File: config.mk
export PLATFORM = sky130hd
export DESIGN_NAME = tpc_wr_arbiter
export DESIGN_NICKNAME = d
export VERILOG_FILES = /design/src/rtl/tpc_wr_arbiter.sv
export SDC_FILE = /design/constraint.sdc
export NUM_CORES = 1
export LEC_CHECK = 0
export BUFFER_PORTS_ARGS = -buffer_cell sky130_fd_sc_hd__buf_2
export CORE_AREA = 2 2 254 256
export DETAILED_ROUTE_END_ITERATION = 8
export DIE_AREA = 0 0 256 258
export GPL_ROUTABILITY_DRIVEN = 0
export PLACE_DENSITY = 0.37
export RECOVER_POWER = 50
export SLEW_MARGIN = 20
export SYNTH_ARGS = -nofsm -noshare
export SYNTH_HDL_FRONTEND = slang
export SYNTH_SLANG_ARGS = --single-unit
export TNS_END_PERCENT = 100
File: constraint.sdc
create_clock -name clock -period 5.3 [get_ports clock]
set_input_delay 0.265 -clock clock [delete_from_list [all_inputs] [get_ports clock]]
set_output_delay 0.265 -clock clock [all_outputs]
set_load 0.02 [all_outputs]
File: src/rtl/tpc_wr_arbiter.sv
// rtl/tpc_wr_arbiter.sv - four-channel round-robin burst write arbiter feeding pcie_tx
module tpc_wr_arbiter #(
   parameter int NCH = 4
) (
   input  logic            clock,
   input  logic            reset_n,
   input  logic [NCH-1:0]  wri_valid,
   output logic [NCH-1:0]  wri_ready,
   input  logic [NCH-1:0]  wri_last,
   input  logic [63:0]     wri_addr_0,
   input  logic [63:0]     wri_addr_1,
   input  logic [63:0]     wri_addr_2,
   input  logic [63:0]     wri_addr_3,
   input  logic [63:0]     wri_data_0,
   input  logic [63:0]     wri_data_1,
   input  logic [63:0]     wri_data_2,
   input  logic [63:0]     wri_data_3,
   output logic            wro_valid,
   input  logic            wro_ready,
   output logic [63:0]     wro_addr,
   output logic [63:0]     wro_data,
   output logic            wro_last,
   output logic [1:0]      grant,
   output logic            busy
);

   typedef enum logic {IDLE, BURST} state_t;

   state_t      state_q, state_d;
   logic [1:0]  grant_d;
   logic [1:0]  rr_q, rr_d;
   logic [1:0]  idx;
   logic        found;
   logic        take;
   logic [63:0] sel_addr, sel_data;
   logic        sel_last;

   assign busy = (state_q == BURST);

   // Route the granted channel's beat fields toward the output register.
   always_comb begin
      sel_addr = wri_addr_0;
      sel_data = wri_data_0;
      case (grant)
         2'd1: begin sel_addr = wri_addr_1; sel_data = wri_data_1; end
         2'd2: begin sel_addr = wri_addr_2; sel_data = wri_data_2; end
         2'd3: begin sel_addr = wri_addr_3; sel_data = wri_data_3; end
         default: begin sel_addr = wri_addr_0; sel_data = wri_data_0; end
      endcase
      sel_last = wri_last[grant];
   end

   // Arbitration in IDLE, beat acceptance and burst termination in BURST.
   always_comb begin
      state_d   = state_q;
      grant_d   = grant;
      rr_d      = rr_q;
      wri_ready = '0;
      take      = 1'b0;
      found     = 1'b0;
      idx       = rr_q;
      case (state_q)
         IDLE: begin
            for (int i = 0; i < 4; i++) begin
               idx = rr_q + 2'(i);
               if (!found && wri_valid[idx]) begin
                  found   = 1'b1;
                  grant_d = idx;
                  state_d = BURST;
               end
            end
         end
         BURST: begin
            wri_ready[grant] = ~wro_valid | wro_ready;
            take = wri_valid[grant] & wri_ready[grant];
            if (take && sel_last) begin
               state_d = IDLE;
               rr_d    = grant + 2'd1;
            end
         end
         default: state_d = IDLE;
      endcase
   end

   // State, grant and round-robin pointer registers.
   always_ff @(posedge clock or negedge reset_n) begin
      if (!reset_n) begin
         state_q <= IDLE;
         grant   <= 2'd0;
         rr_q    <= 2'd0;
      end else begin
         state_q <= state_d;
         grant   <= grant_d;
         rr_q    <= rr_d;
      end
   end

   // Single-stage output register: load on accept, otherwise drain when the sink takes it.
   always_ff @(posedge clock or negedge reset_n) begin
      if (!reset_n) begin
         wro_valid <= 1'b0;
         wro_addr  <= 64'd0;
         wro_data  <= 64'd0;
         wro_last  <= 1'b0;
      end else if (take) begin
         wro_valid <= 1'b1;
         wro_addr  <= sel_addr;
         wro_data  <= sel_data;
         wro_last  <= sel_last;
      end else if (wro_ready) begin
         wro_valid <= 1'b0;
      end
   end

endmodule

# ---- After elaboration in Yosys (flattened, before gate mapping)
# Index checks and enable logic that the tools add are counted.
# Widths: inputs -> output; s select.
dict set report word_totals {
  out_inout_bits 137
  inputBits 523
  register_bits 135
}
dict set report op_classes {
  n_eq_ne 3
  addsub 4
  n_lt_le_gt_ge 6
  n_mux 37
  reduce_logical 12
  bitwise 5
}
# op count
set ops {}
lappend ops {{$pmux 64 s3} 2}
lappend ops {{$mux 1} 21}
lappend ops {{$lt 2x3->1 const B} 5}
lappend ops {{$bmux 1 s2} 7}
lappend ops {{$mux 2} 4}
lappend ops {{$logic_and 1x1->1} 5}
lappend ops {{$add 2x1->2 const B} 2}
lappend ops {{$add 2x2->2 const B} 2}
lappend ops {{$and 4x4->4} 1}
lappend ops {{$eq 2x2->1 const B} 2}
lappend ops {{$mux 4} 1}
lappend ops {{$reduce_and 2->1} 2}
lappend ops {{$reduce_bool 4->1} 1}
lappend ops {{$logic_not 1->1} 3}
lappend ops {{$demux 1 s2} 1}
lappend ops {{$eq 2x1->1 const B} 1}
lappend ops {{$ge 2x1->1 const B} 1}
lappend ops {{$not 1->1} 2}
lappend ops {{$pmux 1 s2} 1}
lappend ops {{$reduce_bool 2->1} 1}
lappend ops {{$and 1x1->1} 1}
lappend ops {{$or 1x1->1} 1}

# ---- Logic depth before layout (Yosys ltp)
# Gate-level depths: netlist (run 1).
dict set report depth {
  word_depth 16
  ltp_mapped 9
  mapped_depth_nobuf 6
}

# ---- Worst setup path before layout (run 1)
# OpenSTA, ideal clock, no wires.
dict set report synth_path {
  path_kind {register -> register}
  from {register grant[1]}
  to {register wro_addr[0]}
  path_stages_with_launch 9
  t_arrival_ns 2.151
  setup_time_ns 0.125
  period_less_slack_ns 2.277
  path_slack_ns 3.023
  cell_sequence {dfrtp_1 > inv_1 > ha_1 > nand2_1 > mux4_2 > nor2_4 > buf_12 > buf_12 > mux2_4}
}
dict set report synth_between {
  elab_chain_len 9
  elab_cells_between_ends 16
}
# item line_no
set synth_rtl {}
lappend synth_rtl {{start, declared} 23} ;# output logic [1:0] grant,
lappend synth_rtl {{start signal, assigned} 93} ;# grant <= grant_d;
lappend synth_rtl {{$lt 2x3->1 (implied by the code) / $ge 2x1->1 (equally long branches)} 74} ;# wri_ready[grant] = ~wro_valid | wro_ready;
lappend synth_rtl {{$logic_and 1x1->1 (implied by the code)} 74}
lappend synth_rtl {{$mux 1 (implied by the code)} 74}
lappend synth_rtl {{$demux 1 s2} 74}
lappend synth_rtl {{$and 4x4->4 (no source line)} --}
lappend synth_rtl {{$bmux 1 s2} 75} ;# take = wri_valid[grant] & wri_ready[grant];
lappend synth_rtl {{$mux 1 (implied by the code)} 75}
lappend synth_rtl {{$and 1x1->1} 75}
lappend synth_rtl {{$mux 1} 62} ;# case (state_q)
lappend synth_rtl {{end signal, assigned} 107} ;# wro_addr <= sel_addr;
lappend synth_rtl {{end, declared} 20} ;# output logic [63:0] wro_addr,
# Parallel ways exist; a longest one is shown, timed or not. The select of a mux whose other input is x is not followed.
# A chain may end at the register's enable or synchronous reset.

==> impl_metrics.tcl, run 1 <==
set metrics [dict create \
    min_period_over_period_pct 67.41 \
    synth_seq_cells 135 \
    drt-pass1-iter-count 9 \
    grt_pass1_vias 9410 \
    start_kind "input pin" \
    hp-class "input pin to flip-flop" \
    p_per_area_nw_per_um2 594.7 \
    synth_nets 1306 \
    cts.clk_slew.worst_paths_ns 0.06 \
    synthArstFlopShare_pct 100.0 \
    slew_violations 44 \
    clock_skew_ns 0.008838 \
    fin_nets 1911 \
    viasPerCell 4.071 \
    leakage_nw 5.953 \
    wirelength_um 38740 \
    overflow 0 \
    critical_path_class "input pin to asynchronous set/reset pin" \
    cp_cell_sequence "dlygate4sd3_1 > clkbuf_1 > clkbuf_2" \
    cp_max_fo 46 \
    synth_edf_count 0 \
    area_growth_pct 53.38 \
    drive_above_1_share_pct 48.64 \
    drtAntennaViolNets 0 \
    clock.fmax_mhz 279.9 \
    num_rows 93 \
    initial_core_util_pct 13.30 \
    r2r_end "wro_addr[53]$_DFFE_PN0P_" \
    synthFlopType "dfrtp_1" \
    grt_use_total_pct 11.39 \
    cts_made_buffers 17 \
    ios 660 \
    io_buffer_count 659 \
    ys_seq_area_share_pct 39.90 \
    min-delay-start "wri_data_0[50]" \
    grt_max_degree 128 \
    post-place-ws_ns 1.936 \
    cts_root_buffer "clkbuf_16" \
    maxCapViolations 1 \
    final_core_util_pct 20.40 \
    final_cells 2252 \
    hpwlAfterDp_um 30040 \
    ctsHtreeMaxLevel 4 \
    clkSinkCount 135 \
    synthCells 778 \
    end_kind "asynchronous set/reset pin" \
    rsz0062_at_grt "no" \
    rr_startpoint "grant[0]$_DFFE_PN0P_" \
    drc_errors 66 \
    critPathLaunch "reset_n" \
    status "finished, violations left" \
    drt_iter0_drc 887 \
    yosysWarnings 0 \
    cp.arrival_ns 3.94 \
    worst_pin_slew_ns 2.640 \
    maxSlewHeadroom_pct -76.00 \
    synth_area_leaders "dfrtp_1 40%, mux2_4 18%, a222oi_1 15%, o21ai_0 7.8%, nand2_1 5.9%" \
    placed_area_um2 12500 \
    dieWidth_um 256 \
    slowest_stage "clkbuf_1" \
    synth_top_area_share_pct 39.90 \
    postSynthAreaPerCell_um2 10.88 \
    num_vias 9168 \
    max_stage_delay_ns 1.87 \
    reg2reg_slack_ns 1.93 \
    finalSetupTns_ns 0 \
    cts_max_path_buffers 2 \
    wire_per_inst_um 17.20 \
    worstRegToRegCells 7 \
    post-route-cell-area_um2 12990 \
    yosysTopAreaCell "dfrtp_1" \
    grt_pass1_wl_um 56880 \
    clk_latency_ns 0.46 \
    synth_area_um2 8467 \
    violations "design-rule violations, max-capacitance violations, max-slew violations" \
    dp.cells 2218 \
    cp_data_required_time_ns 5.66 \
    final.min_clock_period_ns 3.573 \
    hold_path_depth 4 \
    synth_top_cells_by_count "135 x dfrtp_1, 134 x nand2_1, 132 x o21ai_0, 128 x a222oi_1, 100 x mux2_4" \
    vdd_drop_max_mv 0.2423 \
    core_area_um2 63650 \
    endpoint "wro_data[63]$_DFFE_PN0P_" \
    ys_types 27 \
    antenna_found_initial 5 \
    die_area_um2 66050 \
    yosys.cell_count.top_type "dfrtp_1" \
    final-hold-violation-count 0 \
    setup_viol 0 \
    cts_tree "yes" \
    fp.dieH_um 258 \
    layout_setup_ws_ns 1.727 \
]
registers in the layout, indices dropped and copies added, names as in the netlist:
name	count
rr_q	2
busy	1
wro_last	1
wro_data	64
grant	2
wro_addr	64
wro_valid	1
through the flow:
step	total power, mW	hold WS [ns]
5_1_grt	8.324	0.1053
6_report	7.723	0.1237
3_3_place_gp	6.600	0.2365
4_1_cts	8.024	0.06082
2_1_floorplan	5.124	-0.03059
3_5_place_dp	6.614	0.2424
worst min-delay path by stage:
stage,end
6_report,wro_data[50]$_DFFE_PN0P_
5_1_grt,wro_data[50]$_DFFE_PN0P_
4_1_cts,wro_data[50]$_DFFE_PN0P_
3_5_place_dp,wro_addr[60]$_DFFE_PN0P_
3_3_place_gp,wro_data[19]$_DFFE_PN0P_
2_1_floorplan,busy$_DFF_PN0_
kinds of logic after synthesis:
logic type	after synthesis	synth area share, %
AO/OA/AOI/OAI	267	23.48
AND/OR/NAND/NOR	150	7.197
flip-flops	135	39.90
multiplexers	133	22.36
buffers and inverters	88	6.325
adder cells (fa/ha/maj)	5	0.7389
power breakdown:
| group | internal, mW | switching [mW] | total (mW) |
|---|---|---|---|
| clock network | 0.836 | 0.492 | 1.33 |
| logic | 1.91 | 2.66 | 4.57 |
| registers | 1.51 | 0.312 | 1.83 |
| total | 4.26 | 3.46 | 7.72 |
critical path, delay by kind of cell:
family | cells | cell delay [ns]
buffers and inverters | 3 | 3.56
cells in the final DEF, fill, tap and decap left out, types with 2 or more instances in the layout:
| cell | count |
|---|---|
| buf_2 | 528 |
| dfrtp_1 | 135 |
| nand2_1 | 134 |
| o21ai_0 | 132 |
| clkbuf_1 | 131 |
| a222oi_1 | 128 |
| mux2_4 | 100 |
| mux2_1 | 29 |
| clkbuf_16 | 17 |
| buf_4 | 5 |
| and3_1 | 4 |
| a21oi_1 | 4 |
| ha_4 | 4 |
| clkinv_4 | 4 |
| bufinv_16 | 4 |
| clkbuf_8 | 4 |
| buf_12 | 4 |
| inv_1 | 3 |
| nor2_1 | 3 |
| nor2b_1 | 3 |
| clkinv_2 | 3 |
| nand2b_1 | 2 |
| mux4_2 | 2 |
| o221ai_1 | 2 |
| mux2i_1 | 2 |
routing by layer:
| layer | vias up | routed length, µm | track usage (%) |
|---|---|---|---|
| li1 | 4291 | - | - |
| met1 | 4326 | 14970 | 12.48 |
| met2 | 495 | 19530 | 20.20 |
| met3 | 52 | 2851 | 3.259 |
| met4 | 4 | 1361 | 5.572 |
| met5 | - | 27 | 0 |
timing repair:
item                                   4_1_cts  5_1_grt
buffers inserted                             0        0
hold buffers                                 1        0
endpoints found under the hold margin       41        0
gates resized for setup                      0        0
layout make-up:
| type | count | area (µm²) |
|---|---|---|
| Antenna cell | 1 | 2.502 |
| Inverter | 4 | 15.01 |
| Tap cell | 855 | 1070 |
| Clock inverter | 11 | 170.2 |
| Sequential cell | 135 | 3378 |
| Timing Repair Buffer | 670 | 3267 |
| Multi-Input combinational cell | 555 | 4603 |
| Fill cell | 7169 | 50660 |
| Clock buffer | 21 | 480.5 |
Power figures use the tool's default switching activity.
==> run 2: changes to the inputs <==
--- a/config.mk
+++ b/config.mk
@@ -6,9 +6,9 @@
 export NUM_CORES = 1
 export LEC_CHECK = 0
 export BUFFER_PORTS_ARGS = -buffer_cell sky130_fd_sc_hd__buf_2
-export CORE_AREA = 2 2 254 256
+export CORE_AREA = 2 2 255 257
 export DETAILED_ROUTE_END_ITERATION = 8
-export DIE_AREA = 0 0 256 258
+export DIE_AREA = 0 0 257 259
 export GPL_ROUTABILITY_DRIVEN = 0
 export PLACE_DENSITY = 0.37
 export RECOVER_POWER = 50
==> constraint.sdc (replaced) <==
create_clock -name clock -period 3.4 [get_ports clock]
set_input_delay 0.17 -clock clock [delete_from_list [all_inputs] [get_ports clock]]
set_output_delay 0.17 -clock clock [all_outputs]
set_load 0.02 [all_outputs]
==> impl_metrics.tcl, run 2 (same netlist as run 1, synthesis figures left out) <==
set metrics [dict create \
    status "finished, violations left" \
    violations "design-rule violations, max-capacitance violations, max-slew violations" \
    cp.arrival_ns 3.41 \
    ios 660 \
    worst_pin_slew_ns 1.953 \
    num_rows 93 \
    ctsHtreeMaxLevel 4 \
    initial_core_util_pct 13.25 \
    end_kind "flip-flop" \
    cp_max_fo 66 \
    wirelength_um 39230 \
    crit_buf_inv 3 \
    grt_use_total_pct 11.24 \
    combPwrFrac_pct 61.0 \
    drtAntennaViolNets 0 \
    cts_root_buffer "clkbuf_16" \
    nFillCells 7098 \
    finalSetupTns_ns 0 \
    seqCellArea_um2 3378 \
    dieWidth_um 257 \
    slew_violations 69 \
    antennaDiodeCount 0 \
    fp.dieH_um 259 \
    cp_data_required_time_ns 3.80 \
    maxCapViolations 1 \
    final.min_clock_period_ns 3.012 \
    final-hold-violation-count 0 \
    layout_commonest_cell "buf_2" \
    p_sw_mw 5.397 \
    multi_input_area_um2 4603 \
    cts_made_buffers 17 \
    dp.cells 2236 \
    rsz0062_at_grt "no" \
    internal-power_mw 6.729 \
    cts.clk_slew.worst_paths_ns 0.07 \
    cts_resized 0 \
    drc_errors 16 \
    antenna_found_initial 4 \
    start_kind "flip-flop" \
    cts_tree "yes" \
    num_vias 9442 \
    power_frac_seq_pct 23.2 \
    die_area_um2 66560 \
    core_area_um2 63880 \
    drive_above_1_share_pct 52.46 \
    swShare_pct 44.51 \
    cts_max_path_buffers 2 \
    hpwlAfterDp_um 30560 \
    drt_iter0_drc 876 \
    setup_viol 0 \
    io_buffer_count 659 \
    grt_max_degree 130 \
    grt_pass1_vias 9541 \
    p_per_area_nw_per_um2 901.0 \
    critical_path_class "flip-flop to flip-flop" \
    vdd_drop_max_mv 0.4565 \
    maxSlewHeadroom_pct -30.22 \
    hp-class "input pin to flip-flop" \
    crit_family "buffers and inverters" \
    cpMostUsedCell "buf_4" \
    viasPerCell 4.112 \
    final_cells 2296 \
    layout_setup_ws_ns 0.3881 \
    cp_cell_sequence "inv_2 > ha_4 > buf_4 > buf_4 > a222oi_1 > o21ai_0 > mux2_4" \
    drt-pass1-iter-count 9 \
    reg.largest.list "wro_addr x64, wro_data x64" \
    overflow 0 \
    leakage_nw 6.339 \
    clkSinkCount 135 \
    clock_skew_ns 0.02292 \
    cts.hold.buffers_added 28 \
    clock_power_share_pct 15.8 \
    wire_per_inst_um 17.09 \
    post_cts_buffers 0 \
    clock.fmax_mhz 332.0 \
    area_growth_pct 58.96 \
    slowest_stage "buf_4" \
    grt_pass1_wl_um 57010 \
    fin_nets 1956 \
    min_period_over_period_pct 88.58 \
    clk_latency_ns 0.47 \
    max_stage_delay_ns 0.68 \
    post-place-ws_ns 0.3403 \
    final_cell_mix "591 x buf_2, 135 x dfrtp_1, 134 x nand2_1" \
]
run 2: cell types whose count changed in the layout (fill, tap and decap cells not counted), moves of 2 or more:
| cell | before | now |
|---|---|---|
| buf_2 | 528 | 591 |
| buf_12 | 4 | 8 |
| bufinv_16 | 4 | 2 |
| clkinv_2 | 3 | 0 |
| dlygate4sd3_1 | 1 | 28 |
| clkinvlp_4 | 0 | 3 |
| clkbuf_1 | 131 | 72 |
| buf_4 | 5 | 18 |
run 2: final timing paths:
kind / depth (start not counted) / endpoint / from / slack, ns
worst min-delay path: 4 / wro_data[35]$_DFFE_PN0P_ / wri_data_0[35] / 0.05
worst min register to register: 1 / wro_data[51]$_DFFE_PN0P_ / wro_data[51]$_DFFE_PN0P_ / 0.48
worst max-delay path: 7 / wro_addr[25]$_DFFE_PN0P_ / grant[0]$_DFFE_PN0P_ / 0.39
worst max register to register: 7 / wro_addr[25]$_DFFE_PN0P_ / grant[0]$_DFFE_PN0P_ / 0.39
min in group asynchronous: 2 / wro_data[0]$_DFFE_PN0P_ / reset_n / 0.79
max in group asynchronous: 3 / wro_last$_DFFE_PN0P_ / reset_n / 0.94
run 2: routing by layer:
layer / global-route usage, % / up-vias / wire [µm]
met5: 0 / - / 35
li1: - / 4383 / -
met2: 19.89 / 519 / 19800
met4: 5.055 / 6 / 1186
met3: 3.368 / 53 / 2972
met1: 12.40 / 4481 / 15240
run 2: area by class of cell:
type,count,share of cell area (%)
multi-input cells,555,34.20
repair buffers,715,28.21
flip-flops and latches,135,25.10
well taps,855,7.948
clock buffers,23,3.551
clock inverters,9,0.8738
inverters,4,0.1116
run 2: per-stage QoR:
stage	hold WS [ns]	util (%)	total power, mW	instance area (µm²)
CTS	0.0004774	21.22	12.51	13560
global route	0.03464	21.07	13.08	13460
global placement	0.2405	19.85	10.39	12680
floorplan	-0.1256	-	7.988	8467
detailed placement	0.2502	19.85	10.43	12680
finish	0.05486	21.07	12.13	13460
run 2: tightest hold or removal path, stage by stage:
cell,delay (ns)
buf_2,0.07
nand2_1,0.04
o21ai_0,0.07
mux2_1,0.13
run 2: power groups by stage:
stage | clock network, mW | registers [mW] | logic (mW)
finish | 1.92 | 2.81 | 7.40
detailed placement | 0 | 2.82 | 7.60
global placement | 0 | 2.83 | 7.56
floorplan | 0 | 3.63 | 4.36
CTS | 2.05 | 2.82 | 7.64
global route | 2.08 | 2.93 | 8.07
==> run 3: changes to the inputs <==
--- a/config.mk
+++ b/config.mk
@@ -12,6 +12,7 @@
 export GPL_ROUTABILITY_DRIVEN = 0
 export PLACE_DENSITY = 0.37
 export RECOVER_POWER = 50
+export REMOVE_ABC_BUFFERS = 1
 export SLEW_MARGIN = 20
 export SYNTH_ARGS = -nofsm -noshare
 export SYNTH_HDL_FRONTEND = slang
==> impl_metrics.tcl, run 3 (same netlist as run 1, synthesis figures left out) <==
set metrics [dict create \
    post_cts_buffers 0 \
    overflow 0 \
    dr_wl_met3_um 2608 \
    reg.largest.list "wro_addr x64, wro_data x64" \
    fp.dieH_um 259 \
    num_vias 9214 \
    ctsHtreeMaxLevel 4 \
    post-place-ws_ns 0.6800 \
    wl_met2_um 18710 \
    drive_above_1_share_pct 50.70 \
    final_core_util_pct 20.88 \
    critical_path_class "flip-flop to flip-flop" \
    cp_max_fo 33 \
    cp_data_required_time_ns 3.73 \
    antenna_found_initial 2 \
    met1_length_um 14130 \
    wire_per_inst_um 15.94 \
    cp.arrival_ns 3.04 \
    initial_core_util_pct 13.25 \
    drt-pass1-iter-count 9 \
    cts.clk_slew.worst_paths_ns 0.06 \
    start_kind "flip-flop" \
    layout_setup_ws_ns 0.6938 \
    hp-class "input pin to flip-flop" \
    violations "design-rule violations, max-capacitance violations, max-slew violations" \
    cts_max_path_buffers 2 \
    drt_iter0_drc 850 \
    fin_nets 1938 \
    num_rows 93 \
    hold_ws_ns 0.05852 \
    final-hold-violation-count 0 \
    p_per_area_nw_per_um2 907.6 \
    cts.hold.buffers_added 18 \
    grt_use_total_pct 10.38 \
    area_growth_pct 57.57 \
    io_buffer_count 659 \
    layout_commonest_cell "buf_2" \
    ios 660 \
    clk_latency_ns 0.46 \
    end_kind "flip-flop" \
    dieWidth_um 257 \
    wirelength_um 36320 \
    hpwlAfterDp_um 27950 \
    highest_layer "met5" \
    grt_pass1_vias 9414 \
    combPwrFrac_pct 59.9 \
    swShare_pct 43.56 \
    min_period_over_period_pct 79.60 \
    internal-power_mw 6.834 \
    cts_tree "yes" \
    leakage_nw 6.206 \
    vdd_drop_max_mv 0.5366 \
    drc_errors 52 \
    clock.fmax_mhz 369.5 \
    die_area_um2 66560 \
    setup_viol 0 \
    clkSinkCount 135 \
    power_frac_seq_pct 23.1 \
    slew_violations 64 \
    cts_made_buffers 17 \
    final_cell_mix "561 x buf_2, 135 x dfrtp_1, 134 x nand2_1" \
    cts_root_buffer "clkbuf_16" \
    cts_resized 0 \
    maxSlewHeadroom_pct -8.694 \
    grt_max_degree 130 \
    fin_total_pwr_mw 12.11 \
    p_sw_mw 5.275 \
    grt_pass1_wl_um 53250 \
    viasPerCell 4.045 \
    final.min_clock_period_ns 2.706 \
    rsz0062_at_grt "no" \
    worst_pin_slew_ns 1.630 \
    status "finished, violations left" \
    drtAntennaViolNets 0 \
    maxCapViolations 1 \
    clock_skew_ns 0.009310 \
    core_area_um2 63880 \
    clock_power_share_pct 17.0 \
]
[run 3: cell count changes in the layout (fill, tap and decap cells not counted), sizes merged]
cell	previous run	this run
clkbuf	93	118
bufinv	2	5
clkinv	3	6
buf	617	580
clkinvlp	3	0
diode	0	1
dlygate4sd3	28	18
[run 3: critical path: stages, from the launching register on]
cell and delay (ns):
dfrtp_1 0.47, inv_1 0.25, ha_1 0.22, nand2_1 0.05
mux4_2 0.53, nor2_4 0.17, buf_12 0.21, buf_12 0.27
mux2_1 0.36
[run 3: final timing paths]
kind / from / end / slack (ns) / cells after the start
min reg2reg: wro_data[52]$_DFFE_PN0P_ / wro_data[52]$_DFFE_PN0P_ / 0.48 / 1
max reg2reg: grant[1]$_DFFE_PN0P_ / wro_data[48]$_DFFE_PN0P_ / 0.69 / 8
max: grant[1]$_DFFE_PN0P_ / wro_data[48]$_DFFE_PN0P_ / 0.69 / 8
min in group asynchronous: reset_n / wro_addr[16]$_DFFE_PN0P_ / 0.69 / 2
min: wri_data_0[31] / wro_data[31]$_DFFE_PN0P_ / 0.06 / 4
max in group asynchronous: reset_n / wro_addr[6]$_DFFE_PN0P_ / 0.79 / 3
[run 3: cell type report]
class                      count  area (µm²)
antenna                        1       2.502
clock buffer                  19       442.9
clock inverter                12       200.2
fill                        7099       50540
inverter                       4       15.01
multi-input combinational    555        4603
sequential                   135        3378
tap                          855        1070
timing repair buffer         697        3630
[run 3: metrics by stage]
| stage | std cells | TNS (ns) | cell area (µm²) |
|---|---|---|---|
| 6_report | 2278 | 0 | 13340 |
| 5_1_grt | 2278 | 0 | 13340 |
| 2_1_floorplan | 694 | -431.34 | 7946 |
| 4_1_cts | 2277 | 0 | 13480 |
| 3_5_place_dp | 2228 | 0 | 12660 |
| 3_3_place_gp | 2228 | 0 | 12660 |
[run 3: power by group through the flow]
stage                     Clock (mW)  Sequential, mW  Combinational, mW
final                           2.06            2.79               7.25
after global routing            2.24            2.89               7.88
after CTS                       2.17            2.79               7.51
after detailed placement           0            2.79               7.49
after global placement             0            2.81               7.44
after floorplan                    0            3.62               4.15
[run 3: layer usage]
layer / GRT usage, % / vias to the layer above
li1: - / 4342
met1: 11.56 / 4373
met2: 18.40 / 446
met3: 3.105 / 51
met4: 4.296 / 2
met5: 0 / -
